==> config.mk <==
export PLATFORM = sky130hd
export DESIGN_NAME = core_trace_monitor_flat
export DESIGN_NICKNAME = d
export VERILOG_FILES = /design/src/rtl/core_trace_monitor_if.sv /design/src/rtl/core_trace_monitor.sv /design/src/flat_wrapper.sv
export SDC_FILE = /design/constraint.sdc
export NUM_CORES = 2
export LEC_CHECK = 0
export BUFFER_PORTS_ARGS = -buffer_cell sky130_fd_sc_hd__buf_2
export CAP_MARGIN = 20
export CELL_PAD_IN_SITES_DETAIL_PLACEMENT = 1
export CELL_PAD_IN_SITES_GLOBAL_PLACEMENT = 1
export CORE_UTILIZATION = 55
export CTS_BUF_LIST = sky130_fd_sc_hd__clkbuf_2 sky130_fd_sc_hd__clkbuf_4 sky130_fd_sc_hd__clkbuf_8
export CTS_CLUSTER_SIZE = 8
export DETAILED_ROUTE_END_ITERATION = 8
export MAX_ROUTING_LAYER = met4
export PLACE_DENSITY = 0.79
export REMOVE_ABC_BUFFERS = 1
export SLEW_MARGIN = 20
export SYNTH_ARGS = -nofsm -noshare
export SYNTH_HDL_FRONTEND = slang
export SYNTH_SLANG_ARGS = --single-unit
==> constraint.sdc <==
create_clock -name clk -period 14.5 [get_ports clk]
set_clock_uncertainty 0.05 [all_clocks]
set_input_delay 2.9 -clock clk [delete_from_list [all_inputs] [get_ports clk]]
set_output_delay 2.9 -clock clk [all_outputs]
set_load 0.01 [all_outputs]
==> src/rtl/core_trace_monitor_if.sv <==
// Trace stream bundle between the monitor (master) and a trace consumer (slave).
interface core_trace_monitor_if #(
  parameter int XLEN      = 32,
  parameter int NUM_WATCH = 3
);
  logic                                 trace_valid;
  logic                                 trace_ready;
  logic [32+XLEN+NUM_WATCH*XLEN-1:0]    trace_data;

  modport master (output trace_valid, output trace_data, input trace_ready);
  modport slave  (input trace_valid, input trace_data, output trace_ready);
endinterface

==> src/rtl/core_trace_monitor.sv <==
// Retire-trace capture: records {cycle, pc, watched regs} into a FWFT FIFO during a
// bounded session that stops on a PC breakpoint or a cycle budget.
module core_trace_monitor #(
  parameter int XLEN       = 32,
  parameter int NUM_WATCH  = 3,
  parameter int DEPTH      = 16,
  parameter int MAX_CYCLES = 50
) (
  input  logic                      clk,
  input  logic                      reset,
  input  logic                      start,
  input  logic                      retire_valid,
  input  logic [XLEN-1:0]           pc_in,
  input  logic [NUM_WATCH*XLEN-1:0] watch_in,
  input  logic                      bp_en,
  input  logic [XLEN-1:0]           bp_addr,
  core_trace_monitor_if.master      trace,
  output logic [1:0]                state,
  output logic                      done,
  output logic                      bp_hit,
  output logic [15:0]               drop_count
);

  localparam int AW    = $clog2(DEPTH);
  localparam int REC_W = 32 + XLEN + NUM_WATCH * XLEN;

  localparam logic [1:0] ST_IDLE  = 2'd0;
  localparam logic [1:0] ST_RUN   = 2'd1;
  localparam logic [1:0] ST_DRAIN = 2'd2;
  localparam logic [1:0] ST_DONE  = 2'd3;

  localparam logic [31:0] LAST_CYCLE = 32'(MAX_CYCLES - 1);
  localparam logic [AW:0] PTR_ONE    = (AW+1)'(1);

  logic [1:0]       state_r;
  logic [1:0]       state_nxt_s;
  logic [31:0]      cycle_r;
  logic [AW:0]      wr_ptr_r;
  logic [AW:0]      rd_ptr_r;
  logic [15:0]      drop_r;
  logic             bp_hit_r;
  logic [REC_W-1:0] mem_r [DEPTH];

  logic             empty_s;
  logic             full_s;
  logic             pop_s;
  logic             run_s;
  logic             take_s;
  logic             push_s;
  logic             drop_s;
  logic             bp_match_s;
  logic             budget_s;
  logic             restart_s;
  logic [REC_W-1:0] record_s;

  // FIFO status, push/drop decision and next-state selection
  always_comb begin
    empty_s    = (wr_ptr_r == rd_ptr_r);
    full_s     = (wr_ptr_r[AW] != rd_ptr_r[AW]) && (wr_ptr_r[AW-1:0] == rd_ptr_r[AW-1:0]);
    pop_s      = !empty_s && trace.trace_ready;
    run_s      = (state_r == ST_RUN);
    take_s     = run_s && retire_valid;
    // a full FIFO still takes the record when the head leaves on the same edge
    push_s     = take_s && (!full_s || pop_s);
    drop_s     = take_s && full_s && !pop_s;
    bp_match_s = take_s && bp_en && (pc_in == bp_addr);
    budget_s   = run_s && (cycle_r == LAST_CYCLE);
    restart_s  = start && ((state_r == ST_IDLE) || (state_r == ST_DONE));
    record_s   = {cycle_r, pc_in, watch_in};
    case (state_r)
      ST_IDLE:  state_nxt_s = restart_s ? ST_RUN : ST_IDLE;
      ST_RUN:   state_nxt_s = (bp_match_s || budget_s) ? ST_DRAIN : ST_RUN;
      ST_DRAIN: state_nxt_s = empty_s ? ST_DONE : ST_DRAIN;
      ST_DONE:  state_nxt_s = restart_s ? ST_RUN : ST_DONE;
      default:  state_nxt_s = ST_IDLE;
    endcase
  end

  // Session control, cycle counter, FIFO pointers and status flags
  always_ff @(posedge clk or posedge reset) begin
    if (reset) begin
      state_r  <= ST_IDLE;
      cycle_r  <= 32'd0;
      wr_ptr_r <= {(AW+1){1'b0}};
      rd_ptr_r <= {(AW+1){1'b0}};
      drop_r   <= 16'd0;
      bp_hit_r <= 1'b0;
    end else if (restart_s) begin
      state_r  <= state_nxt_s;
      cycle_r  <= 32'd0;
      wr_ptr_r <= {(AW+1){1'b0}};
      rd_ptr_r <= {(AW+1){1'b0}};
      drop_r   <= 16'd0;
      bp_hit_r <= 1'b0;
    end else begin
      state_r <= state_nxt_s;
      if (run_s) begin
        cycle_r <= cycle_r + 32'd1;
      end
      if (push_s) begin
        wr_ptr_r <= wr_ptr_r + PTR_ONE;
      end
      if (pop_s) begin
        rd_ptr_r <= rd_ptr_r + PTR_ONE;
      end
      if (drop_s && (drop_r != 16'hFFFF)) begin
        drop_r <= drop_r + 16'd1;
      end
      if (bp_match_s) begin
        bp_hit_r <= 1'b1;
      end
    end
  end

  // Record storage; contents are don't-care until written
  always_ff @(posedge clk) begin
    if (push_s) begin
      mem_r[wr_ptr_r[AW-1:0]] <= record_s;
    end
  end

  assign trace.trace_valid = !empty_s;
  assign trace.trace_data  = empty_s ? {REC_W{1'b0}} : mem_r[rd_ptr_r[AW-1:0]];
  assign state             = state_r;
  assign done              = (state_r == ST_DONE);
  assign bp_hit            = bp_hit_r;
  assign drop_count        = drop_r;

endmodule

==> src/flat_wrapper.sv <==
// flat-port wrapper written by rule: the top's interface ports become plain ports
module core_trace_monitor_flat 
#(
  parameter int XLEN       = 32,
  parameter int NUM_WATCH  = 3,
  parameter int DEPTH      = 16,
  parameter int MAX_CYCLES = 50
)
  (clk, reset, start, retire_valid, pc_in, watch_in, bp_en, bp_addr, state, done, bp_hit, drop_count, trace_trace_valid, trace_trace_data, trace_trace_ready);
  core_trace_monitor_if #(.XLEN(XLEN), .NUM_WATCH(NUM_WATCH)) trace_i ();
  input  logic clk;
  input  logic reset;
  input  logic start;
  input  logic retire_valid;
  input  logic [XLEN-1:0] pc_in;
  input  logic [NUM_WATCH*XLEN-1:0] watch_in;
  input  logic bp_en;
  input  logic [XLEN-1:0] bp_addr;
  output logic [1:0] state;
  output logic done;
  output logic bp_hit;
  output logic [15:0] drop_count;
  output wire logic [$bits(trace_i.trace_valid)-1:0] trace_trace_valid;
  output wire logic [$bits(trace_i.trace_data)-1:0] trace_trace_data;
  input wire logic [$bits(trace_i.trace_ready)-1:0] trace_trace_ready;
  assign trace_trace_valid = trace_i.trace_valid;
  assign trace_trace_data = trace_i.trace_data;
  assign trace_i.trace_ready = trace_trace_ready;
  core_trace_monitor #(.XLEN(XLEN), .NUM_WATCH(NUM_WATCH), .DEPTH(DEPTH), .MAX_CYCLES(MAX_CYCLES)) u_core (.clk(clk), .reset(reset), .start(start), .retire_valid(retire_valid), .pc_in(pc_in), .watch_in(watch_in), .bp_en(bp_en), .bp_addr(bp_addr), .trace(trace_i), .state(state), .done(done), .bp_hit(bp_hit), .drop_count(drop_count));
endmodule
Word level (Yosys, flattened, before mapping)
Memories as Yosys holds them, arrays and structs flattened.
Index checks and enable logic that the tools add are counted.
{ "word_totals": {"inputBits": 166, "wordCells": 61, "register_bits": 61, "mem_bits_rw": 2560, "memories": 1} }
{ "mem_list": {"columns": ["name", "depth", "width", "read_ports", "rd_clocked_by_memory_dff", "write_ports", "line_no", "text"], "rows": [
  ["u_core.mem_r", 16, 160, 1, 0, 1, "core_trace_monitor.sv:42", "logic [REC_W-1:0] mem_r [DEPTH];"]
]} }
{ "classes": {"n_eq_ne": 9, "muxes": 18, "n_reduce_logical": 23, "n_addsub": 4} }
{ "ops": {"columns": ["operator", "count"], "rows": [
  ["$mux 160", 1],
  ["$mux 32", 2],
  ["$add 32x1->32 const B", 1],
  ["$eq 32x32->1", 1],
  ["$eq 32x6->1 const B", 1],
  ["$mux 16", 2],
  ["$mux 5", 4],
  ["$add 16x1->16 const B", 1],
  ["$ne 16x16->1 const B", 1],
  ["$logic_and 1x1->1", 11],
  ["$add 5x1->5 const B", 2],
  ["$reduce_bool 2->1", 5],
  ["$pmux 2 s4", 1],
  ["$mux 1", 6],
  ["$eq 5x5->1", 1],
  ["$eq 2x2->1 const B", 2],
  ["$eq 4x4->1", 1],
  ["$mux 2", 2],
  ["$logic_not 1->1", 3],
  ["$logic_or 1x1->1", 3],
  ["$eq 2x1->1 const B", 1],
  ["$logic_not 2->1", 1],
  ["$ne 1x1->1", 1]
]} }

Depth between registers and ports, before layout
{ "depth": {"ltp_word": 8, "ltp_mapped": 9, "ltp_nobuf": 7} }

Least setup slack after synthesis
OpenSTA, ideal clock, no wires.
{ "synth_timing": {"path_type": "in2reg", "startpoint": "input retire_valid", "endpoint": "memory u_core.mem_r[3][0] (netlist name), enable pin", "path_stages": 3, "path_slack_ns": -0.439, "n_path_buf": 0, "setup_ns": 0.876, "arrival_ns": 14.013, "t_required_ns": 13.574, "cell_sequence": "and2_1 > o211ai_1 > nor3_1"} }
{ "synth_between": {"elab_chain_len": 4} }
{ "synth_rtl": {"columns": ["item", "line_no", "text"], "rows": [
  ["start: declaration", "flat_wrapper.sv:14", "input logic retire_valid;"],
  ["$logic_and 1x1->1", "core_trace_monitor.sv:62", "take_s = run_s && retire_valid;"],
  ["$logic_and 1x1->1", "core_trace_monitor.sv:64", "push_s = take_s && (!full_s || pop_s);"],
  ["$mux 1", "core_trace_monitor.sv:117", "if (push_s) begin"],
  ["$mux 1 (not written as such)", "core_trace_monitor.sv:118", "mem_r[wr_ptr_r[AW-1:0]] <= record_s;"],
  ["end: declaration", "core_trace_monitor.sv:42", null]
]} }
No other way between the ends.

Worst setup path after layout
{ "layout_timing": {"startpoint": "register u_core.rd_ptr_r[1]", "endpoint": "output trace_trace_data[116]"} }
{ "layout_between": {"elab_chain_len": 2} }
{ "layout_rtl": {"columns": ["item", "line_no", "text"], "rows": [
  ["start: declaration", "core_trace_monitor.sv:39", "logic [AW:0] rd_ptr_r;"],
  ["start signal: assignment", "core_trace_monitor.sv:85", "rd_ptr_r <= {(AW+1){1'b0}};"],
  ["start signal: assignment", "core_trace_monitor.sv:92", "rd_ptr_r <= {(AW+1){1'b0}};"],
  ["start signal: assignment", "core_trace_monitor.sv:104", "rd_ptr_r <= rd_ptr_r + PTR_ONE;"],
  ["$mem_v2 16x160 or $eq 5x5->1 (tied branches)", null, null],
  ["$mux 160 (*)", "core_trace_monitor.sv:123", "assign trace.trace_data = empty_s ? {REC_W{1'b0}} : mem_r[rd_ptr_r[AW-1:0]];"],
  ["end: declaration", "flat_wrapper.sv:24", "output wire logic [$bits(trace_i.trace_data)-1:0] trace_trace_data;"]
]} }
Every way passes the cells marked *; elsewhere a longest branch is shown, timed or not.

==> results.json <==
{
  "synth_edf_count": 2560,
  "holdWs_ns": 0.5284,
  "postCtsSetupBuffers": 0,
  "criticalPathCategory": "reg2out",
  "status": "finished clean",
  "grtUsageMet2_pct": 43.73,
  "cts_buffer_depth": 4,
  "grt_max_degree": 152,
  "min_period_ns": 8.434,
  "intPower_mw": 14.37,
  "grtUsageMet3_pct": 5.277,
  "path_clk_slew_ns": 0.06,
  "io_buffers": 346,
  "crit_chain": "buf_4 > buf_4 > buf_12 > mux4_2 > mux4_2 > and2_1 > buf_2",
  "cp_slowest_cell": "buf_4",
  "avgViaCountPerCell": 6.380,
  "clkSinkCount": 2621,
  "required_ns": 11.55,
  "gp_congestion": 0.7528,
  "dieWidth_um": 430.2,
  "start_util_pct": 55.56,
  "setup_viol": 0,
  "cp_top_family": "buffers and inverters",
  "peakVddDrop_mv": 0.2529,
  "async_flop_share_pct": 2.327,
  "cts_buffers": 421,
  "power.share.clock_pct": 29.4,
  "slew_violations": 0,
  "grt_pass1_wl_um": 354200,
  "ant_nets": 0,
  "synth_cell_types": 40,
  "yosysMostFrequentCell": "edfxtp_1",
  "drc_errors": 0,
  "use_met1_pct": 36.69,
  "p_sw_mw": 5.870,
  "cts_tree": "yes",
  "cts_resized": 0,
  "rsz0062_at_grt": "false",
  "seq_power_share_pct": 43.7,
  "num_rows": 156,
  "synth-warning-count": 0,
  "crit_arrival_ns": 5.48,
  "hpwl_um": 125900,
  "min_path_type": "reg2reg",
  "synth_commonest_cells": "2560 x edfxtp_1, 800 x mux4_2, 164 x and2_1",
  "fillCellCount": 14570,
  "avgSynthCellArea_um2": 24.29,
  "clk-insertion-delay-late_ns": 1.05,
  "final_nets": 4962,
  "h-tree-depth": 5,
  "antenna_found_initial": 44,
  "grt_pass1_vias": 51150,
  "start_kind": "register",
  "yosysTopAreaCellShare_pct": 76.22,
  "synth_area_leader_cell": "edfxtp_1",
  "wire_per_inst_um": 33.23,
  "vias": 47460,
  "netlist_area_um2": 100900,
  "fin_crit_sh_pct": 58.17,
  "fmax_mhz": 118.6,
  "drt_first_pass_iters": 5,
  "finalHoldViolCount": 0,
  "synth_cells": 4153,
  "setup-tns-final_ns": 0,
  "ios": 347,
  "p_comb_share_pct": 26.9,
  "setup.worst_path.end_class": "primary output",
  "power_switching_share_pct": 29.01,
  "ys_seq_area_share_pct": 77.73,
  "dr.first_iter.drc_count": 5241,
  "tightest_slew_ns": 1.128,
  "p_per_area_nw_per_um2": 179.2,
  "placedCellCount": 6729,
  "r2r_setup_slack_ns": 9.10,
  "core-area_um2": 181500,
  "die_y_um": 430.2,
  "slew_headroom_pct": 24.09,
  "grt_overflow": 0,
  "cp_num_buf_inv": 4,
  "areaGrowthSynthToFinish_pct": 11.98,
  "critical_path.max_stage_delay_ns": 0.80,
  "leakagePower_nw": 35.61,
  "fin_cells": 7439,
  "grt_usage_pct": 27.82,
  "wl_um": 247200,
  "ys.flop_type": "edfxtp_1",
  "ctsHoldBuffers": 0,
  "synth_area_leaders": "edfxtp_1 76%, mux4_2 18%, dfrtp_1 1.5%",
  "worstPathMaxFanout": 151,
  "ys_ff_latch": 2621,
  "top_usage_layer": "met2",
  "drive_gt1_share_pct": 36.84,
  "maxCapViolCount": 0,
  "die_area_um2": 185100,
  "cts-root-buf": "clkbuf_8"
}
## cells by family (layout without fill, tap and decap cells)
kind of cell | Yosys count | count (layout) | share of synthesized area [%]
fa+ha+maj | 12 | 12 | 0.1489
buf+inv | 232 | 1114 | 1.229
xor+xnor | 70 | 70 | 0.6078
mux | 803 | 803 | 17.89
flops | 2621 | 2621 | 77.73
compound gates | 56 | 56 | 0.3573
simple gates | 359 | 359 | 2.034
other cells | 0 | 34 | 0
## power by group through the flow
| stage | registers [mW] | clock network (mW) | logic (mW) |
|---|---|---|---|
| finish | 8.84 | 5.94 | 5.45 |
| global route | 8.87 | 6.32 | 5.77 |
| CTS | 8.85 | 6.05 | 5.56 |
| detailed placement | 9.00 | 0 | 5.53 |
| global placement | 8.97 | 0 | 5.45 |
| floorplan | 9.42 | 0 | 5.11 |
## per-layer routing
layer,share of wire [%],wire length (µm),vias up
met3,7.1,17440,436
li1,-,-,19060
met1,39,96860,25780
met2,50,124700,2179
met5,0,0,-
met4,3.3,8238,0
## through the flow
step	instance area, µm²	worst slack, ns	utilization (%)	power [mW]
6_report	112900	6.066	62.22	20.23
5_1_grt	112900	5.653	62.21	20.95
4_1_cts	112800	5.889	62.14	20.46
3_5_place_dp	105200	7.097	57.95	14.53
3_3_place_gp	105200	7.117	57.95	14.42
2_1_floorplan	99670	-21.32	-	14.53
## path summary, 6_finish.rpt
kind / start / to / cells past startpoint
worst max-delay path: u_core.rd_ptr_r[1] / trace_trace_data[116] / 7
worst min-delay path: u_core.rd_ptr_r[4] / u_core.rd_ptr_r[4] / 2
worst max register to register: u_core.rd_ptr_r[0] / u_core.mem_r[5][50] / 8
worst min register to register: u_core.rd_ptr_r[4] / u_core.rd_ptr_r[4] / 2
max in group asynchronous: reset / u_core.rd_ptr_r[2] / 3
min in group asynchronous: reset / u_core.drop_count[6] / 3
## final cells by class
| type | instances | area, µm² | share of cell area (%) |
|---|---|---|---|
| clock buffer | 575 | 7038 | 6.231 |
| multi-input combinational | 1300 | 21340 | 18.89 |
| antenna | 34 | 85.08 | 0.07533 |
| timing repair buffer | 427 | 2489 | 2.203 |
| sequential | 2621 | 78420 | 69.43 |
| inverter | 13 | 48.80 | 0.04320 |
| clock inverter | 99 | 566.8 | 0.5018 |
| tap | 2370 | 2965 | 2.625 |
## cells in the final DEF (no fill, tap or decap), types with 13 or more instances in the layout
| cell type | netlist | final |
|---|---|---|
| edfxtp_1 | 2560 | 2560 |
| and2_1 | 164 | 164 |
| diode_2 | 0 | 34 |
| clkbuf_4 | 0 | 140 |
| buf_4 | 0 | 69 |
| nand3_1 | 15 | 15 |
| nand2_1 | 24 | 23 |
| mux4_2 | 800 | 800 |
| nand4_1 | 25 | 25 |
| dfrtp_1 | 61 | 57 |
| nor2_1 | 51 | 51 |
| clkinv_1 | 0 | 76 |
| clkbuf_8 | 0 | 435 |
| xnor2_1 | 61 | 61 |
| buf_2 | 35 | 346 |
| nor3_1 | 17 | 14 |
| and3_4 | 0 | 13 |
| a21oi_1 | 23 | 22 |
## flip-flops by register name, indices dropped and copies added, names as in the netlist
name               cells
u_core.bp_hit          1
u_core.state           2
u_core.mem_r        2560
u_core.rd_ptr_r        5
u_core.cycle_r        32
u_core.wr_ptr_r        5
u_core.drop_count     16
## tightest hold or removal path, cell delays in order, from the launching register on
cell,delay [ns]
dfrtp_1,0.37
xnor2_1,0.12
nor2_1,0.04
Power figures use the tool's default switching activity.
